**config.mk**
```make
export PLATFORM = sky130hd
export DESIGN_NAME = running_extrema_reg
export DESIGN_NICKNAME = d
export VERILOG_FILES = /design/src/rtl/running_extrema_reg.sv
export SDC_FILE = /design/constraint.sdc
export NUM_CORES = 1
export LEC_CHECK = 0
export ABC_AREA = 1
export BUFFER_PORTS_ARGS = -buffer_cell sky130_fd_sc_hd__buf_2
export CAP_MARGIN = 30
export CORE_MARGIN = 2
export CORE_UTILIZATION = 49
export DETAILED_ROUTE_END_ITERATION = 7
export PLACE_DENSITY_LB_ADDON = 0.15
export SETUP_SLACK_MARGIN = 0.3
export SYNTH_ARGS = -nofsm -noshare
export SYNTH_HDL_FRONTEND = slang
export SYNTH_SLANG_ARGS = --single-unit
```
**constraint.sdc**
```tcl
create_clock -name clk -period 1.8 [get_ports clk]
set_input_delay 0.36 -clock clk [delete_from_list [all_inputs] [get_ports clk]]
set_output_delay 0.36 -clock clk [all_outputs]
set_load 0.02 [all_outputs]
```
**src/rtl/running_extrema_reg.sv**
```systemverilog
// Running minimum/maximum tracker with sample indices, a saturating sample count
// and a three-state run controller (IDLE -> TRACK -> DONE).
module running_extrema_reg #(
    parameter int WIDTH  = 8,
    parameter int CNT_W  = 8,
    parameter bit SIGNED = 1'b1
) (
    input  logic             clk,
    input  logic             rst,
    input  logic             init,
    input  logic             in_valid,
    input  logic [WIDTH-1:0] in_data,
    input  logic             in_last,
    output logic [WIDTH-1:0] min_out,
    output logic [WIDTH-1:0] max_out,
    output logic [CNT_W-1:0] min_idx,
    output logic [CNT_W-1:0] max_idx,
    output logic [CNT_W-1:0] count,
    output logic             busy,
    output logic             done,
    output logic             ovf
);

    typedef enum logic [1:0] {IDLE, TRACK, DONE} state_t;

    // Starting values chosen so the first accepted sample always replaces both extrema.
    localparam logic [WIDTH-1:0] MIN_START = SIGNED ? {1'b0, {(WIDTH-1){1'b1}}} : {WIDTH{1'b1}};
    localparam logic [WIDTH-1:0] MAX_START = SIGNED ? {1'b1, {(WIDTH-1){1'b0}}} : {WIDTH{1'b0}};
    localparam logic [CNT_W-1:0] CNT_MAX   = {CNT_W{1'b1}};

    state_t state;
    state_t state_nxt;
    logic   accept;

    function automatic logic less_than(input logic [WIDTH-1:0] a, input logic [WIDTH-1:0] b);
        if (SIGNED)
            return $signed(a) < $signed(b);
        else
            return a < b;
    endfunction

    // init wins over a coincident sample, so that sample is never accepted.
    assign accept = (state == TRACK) && in_valid && !init;

    always_ff @(posedge clk or posedge rst) begin
        if (rst)
            state <= IDLE;
        else
            state <= state_nxt;
    end

    always_comb begin
        state_nxt = state;
        if (init) begin
            state_nxt = TRACK;
        end else begin
            case (state)
                TRACK:   if (in_valid && in_last) state_nxt = DONE;
                default: state_nxt = state;
            endcase
        end
    end

    always_comb begin
        busy = (state == TRACK);
        done = (state == DONE);
    end

    always_ff @(posedge clk or posedge rst) begin
        if (rst) begin
            min_out <= '0;
            max_out <= '0;
            min_idx <= '0;
            max_idx <= '0;
            count   <= '0;
            ovf     <= 1'b0;
        end else if (init) begin
            min_out <= MIN_START;
            max_out <= MAX_START;
            min_idx <= '0;
            max_idx <= '0;
            count   <= '0;
            ovf     <= 1'b0;
        end else if (accept) begin
            // Strict compares keep the earlier index on ties.
            if (less_than(in_data, min_out)) begin
                min_out <= in_data;
                min_idx <= count;
            end
            if (less_than(max_out, in_data)) begin
                max_out <= in_data;
                max_idx <= count;
            end
            if (count != CNT_MAX)
                count <= count + 1'b1;
            else
                ovf <= 1'b1;
        end
    end

endmodule

```
==> results of run 1 <==
-- worst max-delay path, stage by stage, from the launching register on --
cell	delay [ns]
dfrtp_2	0.41
inv_2	0.06
ha_4	0.19
nand2_1	0.06
inv_1	0.03
nor2_1	0.08
o21a_1	0.19
nand2_2	0.09
nand2_2	0.08
nand3_4	0.11
buf_4	0.18
nand3_2	0.06
nand2_1	0.06
-- logic make-up after synthesis --
logic type | Yosys count | share of synthesized area
AO/OA/AOI/OAI | 19 | 0.0404
XOR/XNOR | 1 | 0.00340
adder cells (fa/ha/maj) | 15 | 0.0729
buffers and inverters | 54 | 0.105
flip-flops | 43 | 0.418
AND/OR/NAND/NOR | 188 | 0.360
-- sequential cells by signal, summed over array words and instances (netlist names) --
signal,cells
ovf,1
min_idx,8
max_idx,8
min_out,8
max_out,8
state,2
count,8
-- stage by stage --
| step | cell area, sq um | hold slack, ns | std cells | TNS, ns | utilization |
|---|---|---|---|---|---|
| 2_1_floorplan | 2740 | 0.483 | 320 | 0 | - |
| 3_3_place_gp | 3150 | 0.487 | 453 | -0.489 | 0.621 |
| 3_5_place_dp | 3150 | 0.493 | 453 | -1.35 | 0.621 |
| 4_1_cts | 3510 | 0.207 | 479 | 0 | 0.693 |
| 5_1_grt | 3650 | 0.243 | 484 | -0.594 | 0.720 |
| 6_report | 3650 | 0.183 | 484 | 0 | 0.720 |
-- Yosys cell counts (3+ instances only) --
cell type,n
a21oi_1,9
buf_4,3
clkbuf_8,3
dfrtp_1,43
ha_1,15
inv_1,36
inv_2,4
nand2_1,77
nand2_2,4
nand3_1,53
nand3_2,13
nand4_1,10
nor2_1,25
o21ai_0,6
-- layout make-up --
cell class	count	area, sq um	share of cell area
Tap cell	70	87.6	0.0240
Clock inverter	1	7.51	0.00205
Timing Repair Buffer	98	661	0.181
Multi-Input combinational cell	224	1560	0.426
Sequential cell	43	1090	0.297
Inverter	41	158	0.0431
Clock buffer	7	96.3	0.0264
-- power by group --
part           internal, mW  switching (mW)  leakage [nW]
registers              1.07          0.0812         0.557
logic                 0.537           0.763          1.34
clock network         0.349           0.352        0.0505
total                  1.95            1.20          1.95
-- routing by layer --
layer | global-route usage | vias to the layer above | wire [um]
met4 | 0.0600 | 0 | 100
met1 | 0.358 | 1171 | 3190
met2 | 0.383 | 90 | 3260
met3 | 0.0474 | 9 | 404
met5 | 0 | - | 0
li1 | - | 1231 | -
-- worst max path at each step --
| stage | end | from | cells after the start |
|---|---|---|---|
| 2_1_floorplan | max_out[0] | max_out[7] | 11 |
| 3_3_place_gp | max_out[5] | in_data[7] | 12 |
| 3_5_place_dp | max_idx[7] | in_data[7] | 12 |
| 4_1_cts | min_idx[1] | min_out[7] | 12 |
| 5_1_grt | min_out[5] | min_out[7] | 12 |
| 6_report | min_idx[0] | min_out[7] | 12 |
-- timing repair --
| item | in CTS | in global routing |
|---|---|---|
| endpoints found under the setup margin | 34 | 38 |
| gates resized for setup | 26 | 27 |
| gates cloned | 3 | 0 |
| buffers inserted | 15 | 5 |
| pin swaps | 8 | 5 |
==> results.yml, run 1 <==
status:
  outcome: "complete, no violations"
setup_path:
  arrival_ns: 1.92
  crit_required_ns: 2.00
  critical_path.max_fanout: 3
  worst-r2r-cell-count: 12
  reg2reg_setup_slack_ns: 0.09
  critPathCaptureType: "register"
  criticalPathCategory: "register to register"
  cp-start-kind: "register"
  r2r_end: "min_idx[0]"
  r2r-start: "min_out[7]"
timing:
  worst_pin_slew_ns: 0.554
  max-slew-margin-rel: 0.631
  min_period_over_period: 0.950
  slew_violations: 0
  worst_slack_ns: 0.0894
  final_hold_viol_count: 0
  fin_crit_ns: 1.71
  skew_ns: 0.00547
  fmax_mhz: 585
  grt_setup_unrepaired: "yes"
  setup-violations-final: 0
die:
  coreArea_sq_um: 5070
  dieWidth_um: 76.5
  start_util: 0.507
  die_y_um: 76.5
  io_pins: 56
  fp.dieArea_sq_um: 5850
  num_rows: 26
route:
  vias: 2501
  drtIter0Drc: 119
  vias_per_cell: 5.17
  drc: 0
  first_pass_iters: 4
  drt_wl_total_mm: 6.95
  ant_nets: 0
  routedWlPerCell_um: 14.4
placed_design:
  port_buffers: 55
  place_congestion: 0.877
  dp_hpwl_mm: 4.66
  pre_cts_slack_ns: -0.109
yosys:
  syn_nets: 348
  synth_top_area_share: 0.418
  yosys_warnings: 0
  seq_area_frac_synth: 0.418
  synth_area_leader_cell: "dfrtp_1"
  syn_area_sq_um: 2570
  async_flop_share: 1.00
  synth_edf_count: 0
  ys.flop_type: "dfrtp_1"
  syn_inst: 320
  synthTopCellsByArea: "dfrtp_1 (42%), nand2_1 (11%), nand3_1 (10%), ha_1 (7.3%), inv_1 (5.3%)"
  syn_area_per_cell_sq_um: 8.04
  synth_seq_cells: 43
  synth_cell_type_count: 31
global_route:
  grt_max_degree: 44
  track_usage: 0.247
  grt_pass1_vias: 2373
  grt_antenna_before_repair: 0
  grt_overflow: 0
  grt_pass1_wl_mm: 11.6
clock_tree:
  htree_levels: 2
  cts.sinks: 43
  clkSlewWorstSetupHoldPaths_ns: 0.09
  cts_root_buffer: "clkbuf_8"
  cts_made_buffers: 5
  cts_tree: "built"
  clk_latency_ns: 0.31
  cts_buffer_depth: 2
  hold_buffers: 0
min_path:
  worstHoldPathType: "input pin to asynchronous set/reset pin"
job:
  maxCapViolCount: 0
power:
  ir_worst_vdd_uv: 552
  power_density_nw_per_um2: 862
  power.leakage_nw: 1.95
  power_mw: 3.15
finish:
  drive_above_1_share: 0.483
  diodes: 0
  nFillCells: 388
  layout_common_cells: "nand2_1 (64), buf_2 (55), nand3_2 (37)"
  syn2layout_area_growth_pct: 42.0
  layout_commonest_cell: "nand2_1"
  nets: 441
(Power assumes the default switching activity.)
==> inputs of run 2 (changes only) <==
--- a/config.mk
+++ b/config.mk
@@ -12,7 +12,9 @@
 export CORE_UTILIZATION = 49
 export DETAILED_ROUTE_END_ITERATION = 7
 export PLACE_DENSITY_LB_ADDON = 0.15
+export RECOVER_POWER = 25
 export SETUP_SLACK_MARGIN = 0.3
+export SKIP_LAST_GASP = 1
 export SYNTH_ARGS = -nofsm -noshare
 export SYNTH_HDL_FRONTEND = slang
 export SYNTH_SLANG_ARGS = --single-unit
==> run 2 against run 1 <==
  * Maximum frequency is 0.19% lower
  * Die area stayed put
  * Clock skew grew 0.0020 ns
  * Non-clock buffer count stayed put
  * Critical path type unchanged
==> results.yml, run 2 (synthesis results as in run 1) <==
global_route:
  grt_max_degree: 44
  grt_overflow: 0
  grt_pass1_wl_mm: 11.6
  grt_antenna_before_repair: 0
  track_usage: 0.247
  grt_pass1_vias: 2373
timing:
  grt_setup_unrepaired: "yes"
  fmax_mhz: 583
  worst_pin_slew_ns: 1.10
  fin_crit_ns: 1.71
  max-slew-margin-rel: 0.267
  slew_violations: 0
  whs_ns: 0.312
  min_period_over_period: 0.952
  final_hold_viol_count: 0
  setup-violations-final: 0
  skew_ns: 0.00749
setup_path:
  cp-start-kind: "register"
  r2r-start: "min_out[1]"
  crit_buf_inv: 2
  cp.depth: 13
  worst-r2r-cell-count: 13
  criticalPathCategory: "register to register"
  critical_path.max_fanout: 7
  crit_required_ns: 1.99
  critical-path-max-stage-delay_ns: 0.42
  crit_top_cell: "nand2_1"
  slowest_stage: "dfrtp_2"
  crit_family: "simple AND/OR/NAND/NOR gates"
  path_cells: "inv_1 > ha_1 > nand2_1 > nand2_1 > nand2_1 > nand2_1 > nand2_2 > nand2_2 > nand2_2 > nand3_4 > buf_12 > nand3_1 > nand2_1"
  startpoint: "min_out[1]"
  critPathCaptureType: "register"
  arrival_ns: 1.91
min_path:
  worstHoldStart: "in_last"
  worstHoldPathType: "input pin to register"
  hold_depth: 3
power:
  power.leakage_nw: 1.95
  ir_worst_vdd_uv: 554
  p_int_mw: 1.95
  power_frac_seq: 0.366
  p_clk_frac: 0.221
  combPwrFrac: 0.414
  switching_power_mw: 1.19
  power_density_nw_per_um2: 866
  switching_share: 0.378
clock_tree:
  cts_made_buffers: 5
  clkSlewWorstSetupHoldPaths_ns: 0.09
  clk_latency_ns: 0.30
  htree_levels: 2
  cts.sinks: 43
  hold_buffers: 0
  cts_tree: "built"
  cts_buffer_depth: 2
  cts_root_buffer: "clkbuf_8"
route:
  drt_wl_total_mm: 6.86
  drc: 0
  drtIter0Drc: 146
  vias: 2498
  vias_per_cell: 5.16
  ant_nets: 0
  routedWlPerCell_um: 14.2
  first_pass_iters: 4
die:
  coreArea_sq_um: 5070
  start_util: 0.507
  num_rows: 26
  dieWidth_um: 76.5
  die_y_um: 76.5
  io_pins: 56
  fp.dieArea_sq_um: 5850
finish:
  drive_above_1_share: 0.466
  layout_commonest_cell: "nand2_1"
  syn2layout_area_growth_pct: 40.7
  final_cell_count_no_fill: 484
  layout_common_cells: "nand2_1 (66), buf_2 (55), inv_1 (34), nand3_2 (34), dfrtp_1 (34)"
  nets: 441
  diodes: 0
  final_cell_area_sq_um: 3620
job:
  maxCapViolCount: 0
placed_design:
  place_congestion: 0.877
  place_inst: 453
  port_buffers: 55
  dpl_cell_area_sq_um: 3150
  dp_hpwl_mm: 4.66
status:
  outcome: "complete, no violations"
[run 2: cell count changes in the layout (fill, tap and decap cells not counted), sizes merged]
| cell | before | now |
|---|---|---|
| buf | 98 | 97 |
| clkbuf | 7 | 8 |
[run 2: repair_timing]
| action | 4_1_cts | 5_1_grt |
|---|---|---|
| gates resized for setup | 26 | 19 |
| gates cloned | 3 | 0 |
| pin swaps | 8 | 5 |
| endpoints found under the setup margin | 34 | 38 |
| setup buffers | 15 | 5 |
[run 2: worst paths after layout]
check | endpoint | slack [ns]
max | min_out[6] | 0.09
min | state[1] | 0.31
max reg2reg | min_out[6] | 0.09
min reg2reg | ovf | 0.51
max in group asynchronous | min_out[7] | 0.66
min in group asynchronous | max_idx[6] | 0.39
[run 2: per-layer routing]
metal | routed length, um | up-vias | GRT usage
li1 | - | 1233 | -
met1 | 3280 | 1160 | 0.358
met2 | 3150 | 93 | 0.383
met3 | 334 | 12 | 0.0474
met4 | 99 | 0 | 0.0600
met5 | 0 | - | 0
[run 2: cell type report]
| type | count | area, sq um |
|---|---|---|
| Clock buffer | 7 | 96.3 |
| Clock inverter | 1 | 7.51 |
| Fill cell | 395 | 1450 |
| Inverter | 41 | 158 |
| Multi-Input combinational cell | 224 | 1530 |
| Sequential cell | 43 | 1090 |
| Tap cell | 70 | 87.6 |
| Timing Repair Buffer | 98 | 654 |
[run 2: stage by stage]
step	power, mW	setup WS (ns)	TNS (ns)	util
global route	3.33	-0.0584	-0.606	0.714
detailed placement	2.19	-0.109	-1.35	0.621
CTS	3.09	0.108	0	0.693
finish	3.14	0.0862	0	0.714
global placement	2.17	-0.0435	-0.489	0.621
floorplan	1.90	0.110	0	-
[run 2: tightest hold or removal path, cell delays in order]
cell and delay (ns):
buf_2 0.10, nand2_1 0.07, a21oi_1 0.06
[run 2: power groups by stage]
stage	clock network (mW)	logic [mW]	registers, mW
6_report	0.692	1.30	1.15
5_1_grt	0.754	1.42	1.16
4_1_cts	0.707	1.24	1.14
3_5_place_dp	0	1.02	1.18
3_3_place_gp	0	0.996	1.17
2_1_floorplan	0	0.625	1.28
